### config.mk
export PLATFORM = sky130hd
export DESIGN_NAME = vga_timing_gen
export DESIGN_NICKNAME = d
export VERILOG_FILES = /design/src/rtl/vga_timing_gen.sv
export SDC_FILE = /design/constraint.sdc
export NUM_CORES = 1
export LEC_CHECK = 0
export ABC_AREA = 1
export BUFFER_PORTS_ARGS = -buffer_cell sky130_fd_sc_hd__buf_2
export CORE_MARGIN = 4
export CORE_UTILIZATION = 25
export CTS_BUF_LIST = sky130_fd_sc_hd__clkbuf_8
export DETAILED_ROUTE_END_ITERATION = 8
export HOLD_SLACK_MARGIN = 0.12
export SYNTH_ARGS = -nofsm -noshare
export SYNTH_HDL_FRONTEND = slang
export SYNTH_SLANG_ARGS = --single-unit
### constraint.sdc
create_clock -name clk_25M -period 1.25 [get_ports clk_25M]
set_input_delay 0.25 -clock clk_25M [delete_from_list [all_inputs] [get_ports clk_25M]]
set_output_delay 0.25 -clock clk_25M [all_outputs]
set_load 0.01 [all_outputs]
### src/rtl/vga_timing_gen.sv
// VGA raster generator: free-running h/v counters decode x, y, active and
// frame_start; colour and syncs leave through one aligned register stage.
module vga_timing_gen #(
  parameter int   H_ACTIVE = 640,
  parameter int   H_FP     = 16,
  parameter int   H_SYNC   = 96,
  parameter int   H_BP     = 48,
  parameter int   V_ACTIVE = 480,
  parameter int   V_FP     = 10,
  parameter int   V_SYNC   = 2,
  parameter int   V_BP     = 33,
  parameter logic SYNC_POL = 1'b0
) (
  input  logic        clk_25M,
  input  logic        reset,
  input  logic [11:0] color,
  output logic [10:0] x,
  output logic [10:0] y,
  output logic        active,
  output logic        frame_start,
  output logic [3:0]  vga_r,
  output logic [3:0]  vga_g,
  output logic [3:0]  vga_b,
  output logic        hsync,
  output logic        vsync
);

  localparam int H_TOTAL = H_ACTIVE + H_FP + H_SYNC + H_BP;
  localparam int V_TOTAL = V_ACTIVE + V_FP + V_SYNC + V_BP;

  localparam logic [10:0] H_LAST       = 11'(H_TOTAL - 1);
  localparam logic [10:0] V_LAST       = 11'(V_TOTAL - 1);
  localparam logic [10:0] H_VIS        = 11'(H_ACTIVE);
  localparam logic [10:0] V_VIS        = 11'(V_ACTIVE);
  localparam logic [10:0] H_SYNC_FIRST = 11'(H_ACTIVE + H_FP);
  localparam logic [10:0] H_SYNC_LAST  = 11'(H_ACTIVE + H_FP + H_SYNC - 1);
  localparam logic [10:0] V_SYNC_FIRST = 11'(V_ACTIVE + V_FP);
  localparam logic [10:0] V_SYNC_LAST  = 11'(V_ACTIVE + V_FP + V_SYNC - 1);

  logic [10:0] h_cnt_q, h_cnt_d;
  logic [10:0] v_cnt_q, v_cnt_d;
  logic [11:0] rgb_q, rgb_d;
  logic        hsync_q, hsync_d;
  logic        vsync_q, vsync_d;

  // NOTE: every combinational output gets a default first, so no path can
  // leave it unassigned and infer a latch.
  always_comb begin
    h_cnt_d = h_cnt_q + 11'd1;
    v_cnt_d = v_cnt_q;
    if (h_cnt_q == H_LAST) begin
      h_cnt_d = '0;
      v_cnt_d = (v_cnt_q == V_LAST) ? 11'd0 : v_cnt_q + 11'd1;
    end
  end

  assign x           = h_cnt_q;
  assign y           = v_cnt_q;
  assign active      = (h_cnt_q < H_VIS) && (v_cnt_q < V_VIS);
  assign frame_start = (h_cnt_q == 11'd0) && (v_cnt_q == 11'd0);

  // Blanking forces black so the monitor sees 0 V outside the visible area.
  always_comb begin
    rgb_d   = active ? color : 12'h000;
    hsync_d = ((h_cnt_q >= H_SYNC_FIRST) && (h_cnt_q <= H_SYNC_LAST)) ? SYNC_POL : ~SYNC_POL;
    vsync_d = ((v_cnt_q >= V_SYNC_FIRST) && (v_cnt_q <= V_SYNC_LAST)) ? SYNC_POL : ~SYNC_POL;
  end

  // NOTE: state registers use non-blocking assignments so all flops sample
  // the pre-edge values together, independent of statement order.
  always_ff @(posedge clk_25M or posedge reset) begin
    if (reset) begin
      h_cnt_q <= '0;
      v_cnt_q <= '0;
      rgb_q   <= '0;
      hsync_q <= ~SYNC_POL;
      vsync_q <= ~SYNC_POL;
    end else begin
      h_cnt_q <= h_cnt_d;
      v_cnt_q <= v_cnt_d;
      rgb_q   <= rgb_d;
      hsync_q <= hsync_d;
      vsync_q <= vsync_d;
    end
  end

  assign vga_r = rgb_q[11:8];
  assign vga_g = rgb_q[7:4];
  assign vga_b = rgb_q[3:0];
  assign hsync = hsync_q;
  assign vsync = vsync_q;

endmodule

Yosys cells after proc, flatten, opt, wreduce, memory -nomap -nowiden
Cells that the tools add are included.
{"block": "classes", "addsub": 2, "n_eq_ne": 2, "n_reduce_logical": 6, "magnitude_cmp": 6, "muxes": 5}
{"op": "$add A11 B1 Y11 const B", "count": 2}
{"op": "$eq A11 B10 Y1 const B", "count": 2}
{"op": "$logic_not A11 Y1", "count": 2}
{"op": "$mux W11", "count": 2}
{"op": "$mux W12", "count": 1}
{"op": "$ge A11 B10 Y1 const B", "count": 1}
{"op": "$ge A11 B9 Y1 const B", "count": 1}
{"op": "$le A11 B10 Y1 const B", "count": 1}
{"op": "$le A11 B9 Y1 const B", "count": 1}
{"op": "$lt A11 B10 Y1 const B", "count": 1}
{"op": "$lt A11 B9 Y1 const B", "count": 1}
{"op": "$logic_and A1 B1 Y1", "count": 4}
{"op": "$mux W1", "count": 2}
{"block": "totals", "elab_cells": 26, "reg_bits": 36, "output_inout_bits": 38}

Logic depth before layout (Yosys ltp)
Gate-level depths: netlist of run 1.
{"block": "logic_depth", "word_depth": 3, "mapped_depth": 10}

Least setup slack after synthesis of run 1
No wires, ideal clock.
{"block": "synth_timing", "path_type": "register -> register", "startpoint": "reg h_cnt_q[0], in the netlist x[0]", "endpoint": "reg v_cnt_q[3], in the netlist y[3]", "t_arrival_ns": 1.322, "n_path_buf": 1, "period_less_slack_ns": 1.439, "stages_incl_launch_ff": 11, "setup_time_ns": 0.118, "setup_slack_ns": -0.189, "t_required_ns": 1.132, "cell_sequence": "dfrtp_1 > ha_1 > nand2_1 > inv_2 > nand3_1 > clkinv_1 > nand2_4 > inv_6 > buf_8 > nand3b_1 > nand2_1"}
{"block": "synth_via", "elab_chain_cells": 1}
{"element": "start, declared", "line": "40", "text": "logic [10:0] h_cnt_q, h_cnt_d;"}
{"element": "start signal, assigned", "line": "79", "text": "h_cnt_q <= h_cnt_d;"}
{"element": "$eq A11 B10 Y1", "line": "51", "text": "if (h_cnt_q == H_LAST) begin"}
{"element": "end signal, assigned", "line": "80", "text": "v_cnt_q <= v_cnt_d;"}
{"element": "end, declared", "line": "41", "text": "logic [10:0] v_cnt_q, v_cnt_d;"}
Every way passes these cells.
A chain may end at the register's enable or synchronous reset.

Final worst setup path of run 1
{"block": "layout_timing", "startpoint": "reg h_cnt_q[5], in the netlist x[5]", "endpoint": "out frame_start"}
{"block": "layout_via", "elab_chain_cells": 2}
{"element": "$logic_not A11 Y1", "line": "60", "text": "assign frame_start = (h_cnt_q == 11'd0) && (v_cnt_q == 11'd0);"}
{"element": "$logic_and A1 B1 Y1", "line": "60"}
{"element": "end, declared", "line": "20", "text": "output logic frame_start,"}
Every way passes these cells.

==> metrics.md, run 1 <==
| Metric | Value |
|---|---|
| Post-Syn Area | 0.00184 sq mm |
| Leakage Power | between 1.5 and 2 nW |
| Final instance area | 0.00316 sq mm |
| Crit path required time | 1.00 ns |
| Least-Margin Pin Slew | 0.254 ns |
| IO Count | 52 |
| Type of origin of the critical path | flip-flop |
| DPL Wire Length | 3720 um |
| Layout Utilization | approximately 44% |
| Die W | 93.8 um |
| Vias | 1890 |
| Fin crit period | ~1.7 ns |
| Tot GR Track Use | 13.0% |
| Wire per inst | roughly 12 um |
| Routed WL | 5430 um |
| Highest clock rate | 598 MHz |
| CTS tree | done |
| Antenna violations before repair | 0 |
| Drt drc | 0 |
| Worst path slowest cell | dfrtp_1 |
| Total Power | 2.12 mW |
| Crit Path Max Fanout | 2 |
| Htree depth | 2 |
| Post-synth ARST share | 100% |
| Yosys top cell by area | dfrtp_1 |
| Die area | 0.00880 sq mm |
| Fillers | 732 |
| Synth top area share | 46.2% |
| Failing checks | setup timing |
| Final worst slack | -0.423 ns |
| CP Class | reg2out |
| Critical path, cell by cell | nor2_2, nand2_2, nor2_1, nand3_1, nor2_2, buf_2 |
| Relative slew slack | 82.9% |
| Tcrit/Tclk final | 134% |
| Post-synth EDFFs | 0 |
| Internal power | between 1.5 and 2 mW |
| CTS Root Cell | clkbuf_8 |
| Max Cap Viol | 0 |
| Most numerous cell on the critical path | nor2_2 |
| IR drop worst, VDD | 293 uV |
| Overall die height | between 90 and 100 um |
| Net switching power figure | 0.501 mW |
| Setup crit end kind | output pin |
| Via density | 4.22 |
| DP Area | about 0.0026 sq mm |
| PwrDens | 669 mW/mm^2 |
| Largest net degree at the start of global routing | 37 |
| Initial core utilization | about a quarter |
| Final hold vios | 0 |
| ANT nets after route | 0 |
| Hold WC Path Type | in2reg |
| Most frequent cell after synthesis | nand2_1 |
| Clock share of power | 39.2% |
| Logic pwr share | 4.7% |
| Top post-synthesis cells by count | nand2_1 (45), inv_1 (39), nor2_1 (35) |
| Post-synth top flop | dfrtp_1 |
| Sw Share | 23.7% |
| Final setup fails | 28 |
| Cells after synthesis | 229 |
| Inserted Diodes | 0 |
| Syn. warnings | 0 |
| Number of global-route vias before repair | 1957 |
| Worst-path clk slew | roughly 0.070 ns |
| Final Skew | 0.00459 ns |
| Synth cell types | 29 |
| Slowest stage delay, CP | 0.41 ns |
| FF+latch count, synth | 36 |
| Worst-Skew Late Latency | 0.29 ns |
| RSZ-0062 raised after global routing | yes |
| Critical Path AT | between 1 and 1.5 ns |
| TritonCTS Buffers | 5 |
| Max clock buf depth | 2 |
| Pins Over Slew Limit | 0 |
| Flop pwr share | 56.1% |
| # clock sinks | 36 |
| Status | complete, but fails checks |
| Net count, final | 366 |
| Ratio of cells with drive above 1 in the final layout | 50.7% |
| PortBufs | 51 |
| First-pass GRT wire length | 8970 um |
| Area growth from synthesis to layout | 71.7% |
| Total nets after synthesis | 247 |
| Seq/Total Area, Yosys | between 40% and 50% |
| First-pass DRT Iterations | 4 |
| Core ar. | 0.00721 sq mm |
| Average size of a mapped cell | 8.04 sq um |
| DRT iter0 DRCs | between 70 and 80 |
| Grt ovf | 0 |
| Placer Congestion | 0.891 |
| Top cells by area, synth | dfrtp_1 (46%), nand2_1 (9.2%), inv_1 (7.9%), nor2_1 (7.1%), nand3_1 (4.6%) |
| Row cnt | 31 |
==> cell families after synthesis <==
kind of cell | synth area share [%]
AOI/OAI and AO/OA | 4.42
xor gates and xnor gates | 2.38
adders and majority gates | 2.72
buffers and inverters | 11.5
DFF | 49.0
and+or+nand+nor | 29.9
==> critical path, delay by kind of cell (launching register included) <==
kind,cells,cell delay (ns)
AND/OR/NAND/NOR,5,0.60
flip-flops,1,0.41
buffers and inverters,1,0.13
==> worst paths after layout <==
kind / depth (start not counted) / slack (ns) / from / to
max: 6 / -0.42 / x[5] / frame_start
min reg2reg: 2 / 0.58 / y[6] / y[6]
min: 3 / 0.16 / color[10] / rgb_q[10]
max reg2reg: 11 / -0.26 / x[0] / x[8]
max in group asynchronous: 4 / 0.44 / reset / hsync
min in group asynchronous: 4 / 0.55 / reset / y[5]
==> sequential cells by signal, summed over array words and instances (netlist names) <==
register,flops
x,11
rgb_q,12
y,11
hsync,1
vsync,1
==> area by class of cell <==
cell class | count | area, sq um | share of cell area [%]
Clock buffer | 5 | 68.8 | 2.18
Clock inverter | 3 | 18.8 | 0.593
Inverter | 43 | 181 | 5.74
Multi-Input combinational cell | 146 | 897 | 28.4
Sequential cell | 36 | 912 | 28.8
Tap cell | 99 | 124 | 3.92
Timing Repair Buffer | 115 | 950 | 30.0
Timing Repair inverter | 1 | 11.3 | 0.356
==> what timing repair did <==
action,in CTS,in global routing
buffers inserted,11,12
hold endpoints to repair,34,0
cloned,2,0
hold buffers,1,0
resized for setup,45,44
pin swaps,11,8
setup endpoints to repair,41,52
==> through the flow <==
step	TNS [ns]	instances	hold slack [ns]	setup slack, ns
global placement	-1.59	420	0.313	-0.132
global route	-8.36	448	0.142	-0.579
CTS	-3.39	442	0.150	-0.407
finish	-5.40	448	0.161	-0.423
floorplan	-1.27	229	0.356	-0.0994
detailed placement	-2.38	420	0.321	-0.148
==> cell usage in the layout, fill, tap and decap left out, types with 3 or more instances in the layout <==
cell	synthesis	layout
nor2_2	4	8
nand3b_1	3	3
inv_2	2	6
buf_4	2	33
inv_1	39	34
dfrtp_2	0	7
a21oi_1	5	4
dfrtp_1	34	27
nand2_1	45	38
o21ai_1	4	9
xor2_1	5	5
nor2_1	35	27
nand4_1	5	5
nand2_2	1	6
nand3_2	2	4
nor2_4	1	5
buf_6	1	41
clkbuf_8	0	5
buf_2	0	38
nand3_1	17	13
==> power by group through the flow <==
stage               logic [mW]  registers (mW)  clock network (mW)
global placement        0.0986            1.21                   0
detailed placement       0.100            1.21                   0
global route             0.115            1.19               0.926
CTS                      0.103            1.19               0.859
floorplan               0.0324            1.22                   0
finish                  0.0997            1.19               0.829
==> per-layer routing <==
metal / vias to the layer above / GRT usage [%] / share of wire (%)
met3: 10 / 2.48 / 5.6
li1: 951 / - / -
met1: 875 / 16.8 / 43
met5: - / 0 / 0
met4: 0 / 5.17 / 1.5
met2: 54 / 21.3 / 50
No activity file was read; power rests on OpenSTA's default activity.
==> inputs of run 2 (changes only) <==
--- a/config.mk
+++ b/config.mk
@@ -8,10 +8,11 @@
 export ABC_AREA = 1
 export BUFFER_PORTS_ARGS = -buffer_cell sky130_fd_sc_hd__buf_2
 export CORE_MARGIN = 4
-export CORE_UTILIZATION = 25
+export CORE_UTILIZATION = 30
 export CTS_BUF_LIST = sky130_fd_sc_hd__clkbuf_8
 export DETAILED_ROUTE_END_ITERATION = 8
 export HOLD_SLACK_MARGIN = 0.12
+export PLACE_DENSITY = 0.61
 export SYNTH_ARGS = -nofsm -noshare
 export SYNTH_HDL_FRONTEND = slang
 export SYNTH_SLANG_ARGS = --single-unit
==> metrics.md, run 2 (synthesized netlist as in run 1, its figures left out) <==
| Metric | Value |
|---|---|
| Most flops, register | rgb_q |
| Initial core utilization | 30.9% |
| Ratio of cells with drive above 1 in the final layout | 55.8% |
| Max Cap Viol | 0 |
| Grt ovf | 0 |
| Commonest non-fill, non-tap cells in the layout | buf_6 (46), buf_2 (38), buf_4 (37) |
| Largest net degree at the start of global routing | 25 |
| Routed WL | 5520 um |
| Failing checks | setup timing |
| IO Count | 52 |
| Leakage Power | 1.68 nW |
| Area growth from synthesis to layout | 78.1% |
| Core ar. | ~0.0060 sq mm |
| Placer Congestion | approximately 0.84 |
| Least-Margin Pin Slew | 0.320 ns |
| Placed insts | 398 |
| DRT iter0 DRCs | 80 |
| Crit Path Max Fanout | 2 |
| Final setup fails | 32 |
| Max reg flops | 12 |
| Overall die height | 86.4 um |
| Worst-path clk slew | 0.07 ns |
| Final cell count without fillers | 430 |
| First-pass DRT Iterations | 4 |
| ANT nets after route | 0 |
| CTS tree | done |
| CP Class | reg2out |
| Fin crit period | 1.64 ns |
| Hold WC Path Type | in2reg |
| Row cnt | 28 |
| Number of global-route vias before repair | roughly 1900 |
| Net count, final | between 300 and 400 |
| Total Power | around 2.4 mW |
| Antenna violations before repair | 0 |
| Setup crit end kind | output pin |
| Final worst slack | -0.393 ns |
| PortBufs | 51 |
| Die W | 86.4 um |
| Relative slew slack | a little under 80% |
| Worst-Skew Late Latency | 0.29 ns |
| # clock sinks | 36 |
| RSZ-0062 raised after global routing | yes |
| Max clock buf depth | 2 |
| Hold path depth | 3 |
| First-pass GRT wire length | about 8700 um |
| Drt drc | 0 |
| Tot GR Track Use | 14.8% |
| TritonCTS Buffers | 5 |
| Wire per inst | 12.8 um |
| CTS Root Cell | clkbuf_8 |
| Tcrit/Tclk final | 131% |
| Final Skew | approximately 0.006 ns |
| Htree depth | 2 |
| Final hold vios | 0 |
| Final instance area | 0.00328 sq mm |
| Worst r2r path cells | 11 |
| Inserted Diodes | 0 |
| Type of origin of the critical path | flip-flop |
| PwrDens | 741 mW/mm^2 |
| Pins Over Slew Limit | 0 |
| Vias | approximately 1900 |
| Via density | 4.50 |
| Die area | approximately 0.0075 sq mm |
| Highest clock rate | roughly 610 MHz |
| DP Area | 0.00254 sq mm |
| IR drop worst, VDD | 488 uV |
| Critical Path AT | 1.39 ns |
| Crit path required time | 1.00 ns |
| Most common cell after layout, fill and taps aside | buf_6 |
| Status | complete, but fails checks |
| DPL Wire Length | 3620 um |
-- run 2: cell count changes in the layout (fill, tap and decap cells not counted), moves of 4 or more --
cell / delta
buf_4: +4
buf_6: +5
nand2_1: -6
nand2_2: +4
nand3_1: -5
nand3_2: +4
-- run 2: cell type report --
| type | instances | area, sq um |
|---|---|---|
| Clock inverter | 1 | 30.0 |
| Timing Repair inverter | 1 | 16.3 |
| Inverter | 43 | 181 |
| Clock buffer | 7 | 96.3 |
| Fill cell | 556 | 2680 |
| Timing Repair Buffer | 122 | 996 |
| Multi-Input combinational cell | 145 | 955 |
| Sequential cell | 36 | 912 |
| Tap cell | 75 | 93.8 |
-- run 2: metrics by stage --
step           hold WS, ns  util (%)  setup WS (ns)  TNS, ns
2_1_floorplan        0.356         -        -0.0994    -1.27
3_3_place_gp         0.279      42.6         -0.153    -1.80
3_5_place_dp         0.278      42.6         -0.161    -2.08
4_1_cts              0.145      51.0         -0.422    -5.24
5_1_grt              0.147      55.1         -0.499    -8.07
6_report             0.157      55.1         -0.393    -6.01
-- run 2: repair_timing --
action	4_1_cts	5_1_grt
endpoints found under the hold margin	34	0
gates resized for setup	55	60
setup endpoints to repair	41	52
buffers inserted	18	11
pin swaps	18	11
hold buffers	1	0
cloned	1	0
-- run 2: metal layers --
| metal | track usage, % | vias to the layer above | share of wire [%] | wire length [um] |
|---|---|---|---|---|
| met1 | 18.4 | 918 | 41 | 2280 |
| met3 | 3.71 | 5 | 5.4 | 300 |
| met5 | 0 | - | 0 | 0 |
| met4 | 3.82 | 0 | 0.94 | 52 |
| li1 | - | 958 | - | - |
| met2 | 25.7 | 55 | 52 | 2890 |
-- run 2: worst paths after layout --
| check | slack [ns] | endpoint | start |
|---|---|---|---|
| min | 0.16 | rgb_q[4] | color[4] |
| max reg2reg | -0.28 | y[8] | x[0] |
| max in group asynchronous | 0.38 | vsync | reset |
| max | -0.39 | frame_start | y[6] |
| min in group asynchronous | 0.52 | rgb_q[2] | reset |
| min reg2reg | 0.60 | x[6] | x[6] |
-- run 2: critical path: stages (launching register included) --
cell	delay, ns
dfrtp_1	0.40
inv_1	0.08
nand4_1	0.15
nor2_1	0.15
nand3_2	0.10
nor2_2	0.08
buf_2	0.13
-- run 2: report_power, final --
group          total [mW]  switching, mW  internal (mW)
clock network        1.15          0.443          0.704
registers            1.19        0.00446           1.18
logic              0.0968         0.0552         0.0416
